--- src/rtl/uart_tx_arbiter_pkg.sv ---
// Shared types and constants for the UART transmit arbiter slice.
package uart_tx_arbiter_pkg;

  localparam int unsigned TX_FIFO_DEPTH_LOG2 = 3;

  typedef enum logic [2:0] {
    ST_IDLE,
    ST_LOAD,
    ST_START,
    ST_ACK,
    ST_DRAIN
  } TxArbState_t;

  typedef enum logic {
    SRC_KB,
    SRC_HOST
  } TxSource_t;

endpackage : uart_tx_arbiter_pkg

--- src/rtl/uart_tx_arbiter_fifo.sv ---
// Small synchronous FIFO feeding the transmit arbiter; read data is the head entry.
module tx_byte_fifo #(
  parameter int unsigned WIDTH      = 8,
  parameter int unsigned DEPTH_LOG2 = 3
) (
  input  logic             clk,
  input  logic             rst,
  input  logic             wr_en,
  input  logic [WIDTH-1:0] wr_data,
  input  logic             rd_en,
  output logic [WIDTH-1:0] rd_data,
  output logic             full,
  output logic             empty
);

  localparam int unsigned DEPTH = 2 ** DEPTH_LOG2;

  logic [WIDTH-1:0]    mem [DEPTH];
  logic [DEPTH_LOG2:0] wr_ptr;
  logic [DEPTH_LOG2:0] rd_ptr;
  logic                do_pop;
  logic                do_wr;

  assign empty   = (wr_ptr == rd_ptr);
  assign full    = (wr_ptr[DEPTH_LOG2] != rd_ptr[DEPTH_LOG2]) &&
                   (wr_ptr[DEPTH_LOG2-1:0] == rd_ptr[DEPTH_LOG2-1:0]);
  assign do_pop  = rd_en && !empty;
  // A pop in the same cycle frees the slot, so a write into a full FIFO is accepted then.
  assign do_wr   = wr_en && (!full || do_pop);
  assign rd_data = mem[rd_ptr[DEPTH_LOG2-1:0]];

  // Storage array: written on accepted writes only.
  always_ff @(posedge clk) begin
    if (do_wr) begin
      mem[wr_ptr[DEPTH_LOG2-1:0]] <= wr_data;
    end
  end

  // Read/write pointers, N+1 bits so full and empty are distinguishable.
  always_ff @(posedge clk or posedge rst) begin
    if (rst) begin
      wr_ptr <= '0;
      rd_ptr <= '0;
    end else begin
      if (do_wr)  wr_ptr <= wr_ptr + 1'b1;
      if (do_pop) rd_ptr <= rd_ptr + 1'b1;
    end
  end

endmodule : tx_byte_fifo

--- src/rtl/uart_tx_arbiter.sv ---
// Shares one UART transmitter between keyboard bytes and parser reply packets.
module uart_tx_arbiter
  import uart_tx_arbiter_pkg::*;
#(
  parameter int unsigned FIFO_DEPTH_LOG2 = TX_FIFO_DEPTH_LOG2,
  parameter int unsigned DATA_WIDTH      = 8
) (
  input  logic                  clk,
  input  logic                  rst,
  input  logic                  kbValid,
  input  logic [DATA_WIDTH-1:0] kbData,
  output logic                  kbDropped,
  input  logic                  hostValid,
  input  logic [DATA_WIDTH-1:0] hostData,
  input  logic                  hostLast,
  output logic                  hostFull,
  output logic                  hostOverflow,
  output logic                  txStart,
  output logic [DATA_WIDTH-1:0] txData,
  input  logic                  txBusy,
  output logic                  idle
);

  TxArbState_t           state;
  TxSource_t             last_grant;
  logic                  host_lock;
  logic [DATA_WIDTH-1:0] pend_data;

  logic                  kb_full;
  logic                  kb_empty;
  logic [DATA_WIDTH-1:0] kb_rd;
  logic                  host_full;
  logic                  host_empty;
  logic [DATA_WIDTH:0]   host_rd;
  logic                  grant_kb;
  logic                  grant_host;

  tx_byte_fifo #(
    .WIDTH      (DATA_WIDTH),
    .DEPTH_LOG2 (FIFO_DEPTH_LOG2)
  ) u_kb_fifo (
    .clk     (clk),
    .rst     (rst),
    .wr_en   (kbValid),
    .wr_data (kbData),
    .rd_en   (grant_kb),
    .rd_data (kb_rd),
    .full    (kb_full),
    .empty   (kb_empty)
  );

  tx_byte_fifo #(
    .WIDTH      (DATA_WIDTH + 1),
    .DEPTH_LOG2 (FIFO_DEPTH_LOG2)
  ) u_host_fifo (
    .clk     (clk),
    .rst     (rst),
    .wr_en   (hostValid),
    .wr_data ({hostLast, hostData}),
    .rd_en   (grant_host),
    .rd_data (host_rd),
    .full    (host_full),
    .empty   (host_empty)
  );

  assign hostFull = host_full;
  assign idle     = kb_empty && host_empty && (state == ST_IDLE);

  // Grant selection: host-only while a reply packet is open, otherwise round-robin.
  always_comb begin
    grant_kb   = 1'b0;
    grant_host = 1'b0;
    if (state == ST_IDLE && !txBusy) begin
      if (host_lock) begin
        grant_host = !host_empty;
      end else if (!kb_empty && !host_empty) begin
        if (last_grant == SRC_HOST) grant_kb   = 1'b1;
        else                        grant_host = 1'b1;
      end else begin
        grant_kb   = !kb_empty;
        grant_host = !host_empty;
      end
    end
  end

  // Arbiter FSM: pop on grant, load the byte, pulse start, follow the busy handshake.
  always_ff @(posedge clk or posedge rst) begin
    if (rst) begin
      state      <= ST_IDLE;
      last_grant <= SRC_HOST;
      host_lock  <= 1'b0;
      pend_data  <= '0;
      txData     <= '0;
      txStart    <= 1'b0;
    end else begin
      case (state)
        ST_IDLE: begin
          if (grant_kb) begin
            pend_data  <= kb_rd;
            last_grant <= SRC_KB;
            state      <= ST_LOAD;
          end else if (grant_host) begin
            pend_data  <= host_rd[DATA_WIDTH-1:0];
            last_grant <= SRC_HOST;
            host_lock  <= !host_rd[DATA_WIDTH];
            state      <= ST_LOAD;
          end
        end
        ST_LOAD: begin
          txData  <= pend_data;
          txStart <= 1'b1;
          state   <= ST_START;
        end
        ST_START: begin
          txStart <= 1'b0;
          state   <= ST_ACK;
        end
        ST_ACK: begin
          if (txBusy) state <= ST_DRAIN;
        end
        ST_DRAIN: begin
          if (!txBusy) state <= ST_IDLE;
        end
        default: begin
          txStart <= 1'b0;
          state   <= ST_IDLE;
        end
      endcase
    end
  end

  // Write-side error reporting: one-cycle drop pulse and sticky overflow flag.
  always_ff @(posedge clk or posedge rst) begin
    if (rst) begin
      kbDropped    <= 1'b0;
      hostOverflow <= 1'b0;
    end else begin
      kbDropped <= kbValid && kb_full && !grant_kb;
      if (hostValid && host_full && !grant_host) hostOverflow <= 1'b1;
    end
  end

endmodule : uart_tx_arbiter

--- config.mk ---
export PLATFORM = sky130hd
export DESIGN_NAME = uart_tx_arbiter
export DESIGN_NICKNAME = d
export VERILOG_FILES = /design/src/rtl/uart_tx_arbiter_pkg.sv /design/src/rtl/uart_tx_arbiter_fifo.sv /design/src/rtl/uart_tx_arbiter.sv
export SDC_FILE = /design/constraint.sdc
export NUM_CORES = 1
export LEC_CHECK = 0
export ABC_AREA = 1
export CORE_MARGIN = 8
export CORE_UTILIZATION = 25
export CTS_BUF_LIST = sky130_fd_sc_hd__clkbuf_4 sky130_fd_sc_hd__clkbuf_8
export DETAILED_ROUTE_END_ITERATION = 10
export PLACE_DENSITY = 0.47
export SYNTH_ARGS = -nofsm -noshare
export SYNTH_HDL_FRONTEND = slang
export SYNTH_SLANG_ARGS = --single-unit
--- constraint.sdc ---
create_clock -name clk -period 2.2 [get_ports clk]
set_input_delay 0.33 -clock clk [delete_from_list [all_inputs] [get_ports clk]]
set_output_delay 0.33 -clock clk [all_outputs]
set_load 0.02 [all_outputs]
==> flow_metrics.py <==
metrics = {
    "grt": {
        "grt_use_total_pct": 10.06,
        "grt_overflow": 0,
        "grt_max_degree": 41,
        "antenna_found_initial": 0,
        "grt_pass1_wl_um": 29930,
        "first_global_vias": 5345,
    },
    "floorplanning": {
        "fp.dieH_um": 193.9,
        "initial_core_util_pct": 25.21,
        "ios": 35,
        "rows": 65,
        "dieArea_sq_um": 37610,
        "die_x_um": 193.9,
        "core_sq_um": 31390,
    },
    "timing": {
        "finalCritPeriodShare_pct": 90.69,
        "setup-tns-final_ns": 0,
        "rsz0062_at_grt": "no",
        "slew_violations": 0,
        "post-route-min-period_ns": 1.995,
        "setup_viol": 0,
        "hold_viol_final": 0,
        "relSlewSlack_pct": 67.15,
        "fin_worst_skew_ns": 0.02479,
        "tightest_slew_ns": 0.4912,
        "fin_ws_ns": 0.2048,
        "timing.fmax_ghz": 0.5012,
    },
    "synthesis": {
        "synth.cell_area_sq_um": 7915,
        "synthTopCellsByArea": "edfxtp_1 (52%), nand2_1 (15%), dfrtp_1 (12%)",
        "ys_ff_latch": 176,
        "synth_edf_count": 136,
        "synth_common_cells": "nand2_1 (306), edfxtp_1 (136), inv_1 (79)",
        "synth-seq-area-share_pct": 64.26,
        "synthDominantCellAreaShare_pct": 51.60,
        "postSynthAreaPerCell_sq_um": 9.869,
        "synth.distinct_cells": 34,
        "yosys.area.top_type": "edfxtp_1",
        "synth.net_count": 828,
        "netlist_instances": 802,
        "async_reset_ff_share_pct": 22.73,
        "yosys_warnings": 0,
        "synth.most_common_cell": "nand2_1",
        "synth_top_flop_cell": "edfxtp_1",
    },
    "setup_path": {
        "crit_path_start_kind": "flop",
        "r2r-start": "u_host_fifo.rd_ptr[2]$_DFFE_PP0P_",
        "cp-end-kind": "primary output",
        "cp.required_ns": 1.87,
        "r2r_slack_ns": 0.24,
        "critPathMaxFanout": 3,
        "critPathKind": "flop to primary output",
        "arrival_ns": 1.67,
        "r2r_end": "u_kb_fifo.mem[4][7]$_DFFE_PP_",
        "reg2regPathDepth": 11,
    },
    "routing": {
        "first_pass_iters": 4,
        "drtAntennaViolNets": 0,
        "wl_um": 18660,
        "drc": 0,
        "wire_per_inst_um": 14.47,
        "viasPerCell": 4.099,
        "drt_iter0_drc": 339,
        "via_count": 5283,
    },
    "finish": {
        "multi_input_area_sq_um": 2318,
        "nNetsFinal": 900,
        "final-seq-area_sq_um": 5089,
        "instances_no_fill": 1289,
        "syn_to_final_growth_pct": 18.89,
        "antenna_cells": 0,
        "fillCellCount": 3319,
        "final_layout_size_suffix_gt1_share_pct": 14.43,
    },
    "flow_run": {
        "maxCapViolCount": 0,
    },
    "clock_tree": {
        "cts_tree": "built",
        "cts_inserted_buffers": 17,
        "insertion_delay_ns": 0.47,
        "cts_buffer_depth": 2,
        "htreeDepth": 4,
        "cts_hold_buf": 0,
        "clockRootBuffer": "clkbuf_8",
        "clk_pin_slew_ns": 0.11,
        "clock_sinks": 176,
    },
    "pwr": {
        "power.density_nw_per_um2": 1282,
        "peakVddDrop_mv": 0.3682,
        "p_total_mw": 12.07,
        "p_leak_nw": 4.027,
    },
    "run_status": {
        "status": "finished, final reports clean",
    },
    "placed_design": {
        "place_ws_ns": 0.07436,
        "dpl.hpwl_um": 12960,
        "io_buffers": 34,
        "dp_cells": 1256,
        "place.gp.congestion": 0.7873,
    },
    "hold_path": {
        "hold_path.class": "input pin to asynchronous set/reset pin",
    },
}
[metal layers]
layer	GRT usage (%)	up-vias	wire (um)
li1	-	2733	-
met1	13.76	2438	9200
met2	15.99	96	8627
met3	1.892	16	594
met4	2.970	0	235
met5	0	-	0
[final cells by class]
cell class,instances,area share (%)
Clock inverter,15,1.928
Tap cell,402,5.345
Timing Repair Buffer,83,7.725
Inverter,91,3.803
Sequential cell,176,54.08
Clock buffer,17,2.486
Multi-Input combinational cell,505,24.64
[cell families after synthesis]
family / synth area share (%)
compound gates: 3.146
xor+xnor: 0.9959
fa+ha+maj: 0.6323
buf+inv: 6.513
flops: 64.26
mux: 1.138
simple gates: 23.32
[critical path, stage by stage, from the launching register on]
cell     delay, ns
dfrtp_1       0.37
inv_1         0.09
nand2_1       0.06
nand2_1       0.08
nor2_2        0.14
nand2_1       0.10
nor3_2        0.18
buf_2         0.19
[cells in the final DEF (no fill, tap or decap), types with 5 or more instances in the layout]
master	count
nand2_4	6
nand2_2	5
nand2_1	306
o21ai_1	5
inv_1	78
o21ai_0	38
inv_8	7
mux2_2	8
dfrtp_1	37
nor2_1	43
clkdlybuf4s50_1	32
nand3_1	65
xor2_1	8
clkbuf_8	17
buf_4	46
edfxtp_1	136
inv_2	10
[registers in the layout, indices dropped and copies added (netlist names)]
name,count
u_kb_fifo.wr_ptr,4
txStart,1
hostOverflow,1
txData,8
u_kb_fifo.rd_ptr,4
u_host_fifo.rd_ptr,4
host_lock,1
state,3
u_kb_fifo.mem,64
u_host_fifo.mem,72
u_host_fifo.wr_ptr,4
pend_data,8
last_grant,1
kbDropped,1
[metrics by stage]
stage / hold WS, ns / utilization (%) / cell area (sq um)
after floorplan: 0.4289 / - / 7915
after CTS: 0.1634 / 29.96 / 9407
after global routing: 0.1981 / 29.98 / 9410
final: 0.1968 / 29.98 / 9410
after detailed placement: 0.4707 / 28.63 / 8986
after global placement: 0.4603 / 28.63 / 8986
[power by group]
part | switching [mW] | internal [mW] | leakage [nW] | total, mW
Sequential | 0.315 | 4.32 | 1.73 | 4.64
Combinational | 3.31 | 1.81 | 2.09 | 5.13
Clock | 1.41 | 0.890 | 0.208 | 2.30
[worst max-delay path by stage]
| stage | startpoint | end | slack [ns] | depth (start not counted) |
|---|---|---|---|---|
| after global placement | txBusy | u_host_fifo.mem[4][5]$_DFFE_PP_ | 0.09 | 9 |
| after floorplan | u_kb_fifo.wr_ptr[1]$_DFFE_PP0P_ | u_host_fifo.mem[4][0]$_DFFE_PP_ | 0.15 | 11 |
| after global routing | u_host_fifo.rd_ptr[2]$_DFFE_PP0P_ | u_kb_fifo.mem[4][6]$_DFFE_PP_ | 0.07 | 11 |
| after CTS | u_kb_fifo.rd_ptr[1]$_DFFE_PP0P_ | idle | 0.01 | 7 |
| final | u_kb_fifo.rd_ptr[3]$_DFFE_PP0P_ | idle | 0.20 | 7 |
| after detailed placement | txBusy | u_host_fifo.mem[6][1]$_DFFE_PP_ | 0.07 | 9 |
[timing repair]
action	in CTS	in global routing
resized for setup	6	6
setup endpoints to repair	2	7
setup buffers	0	1
Power figures use the tool's default switching activity.
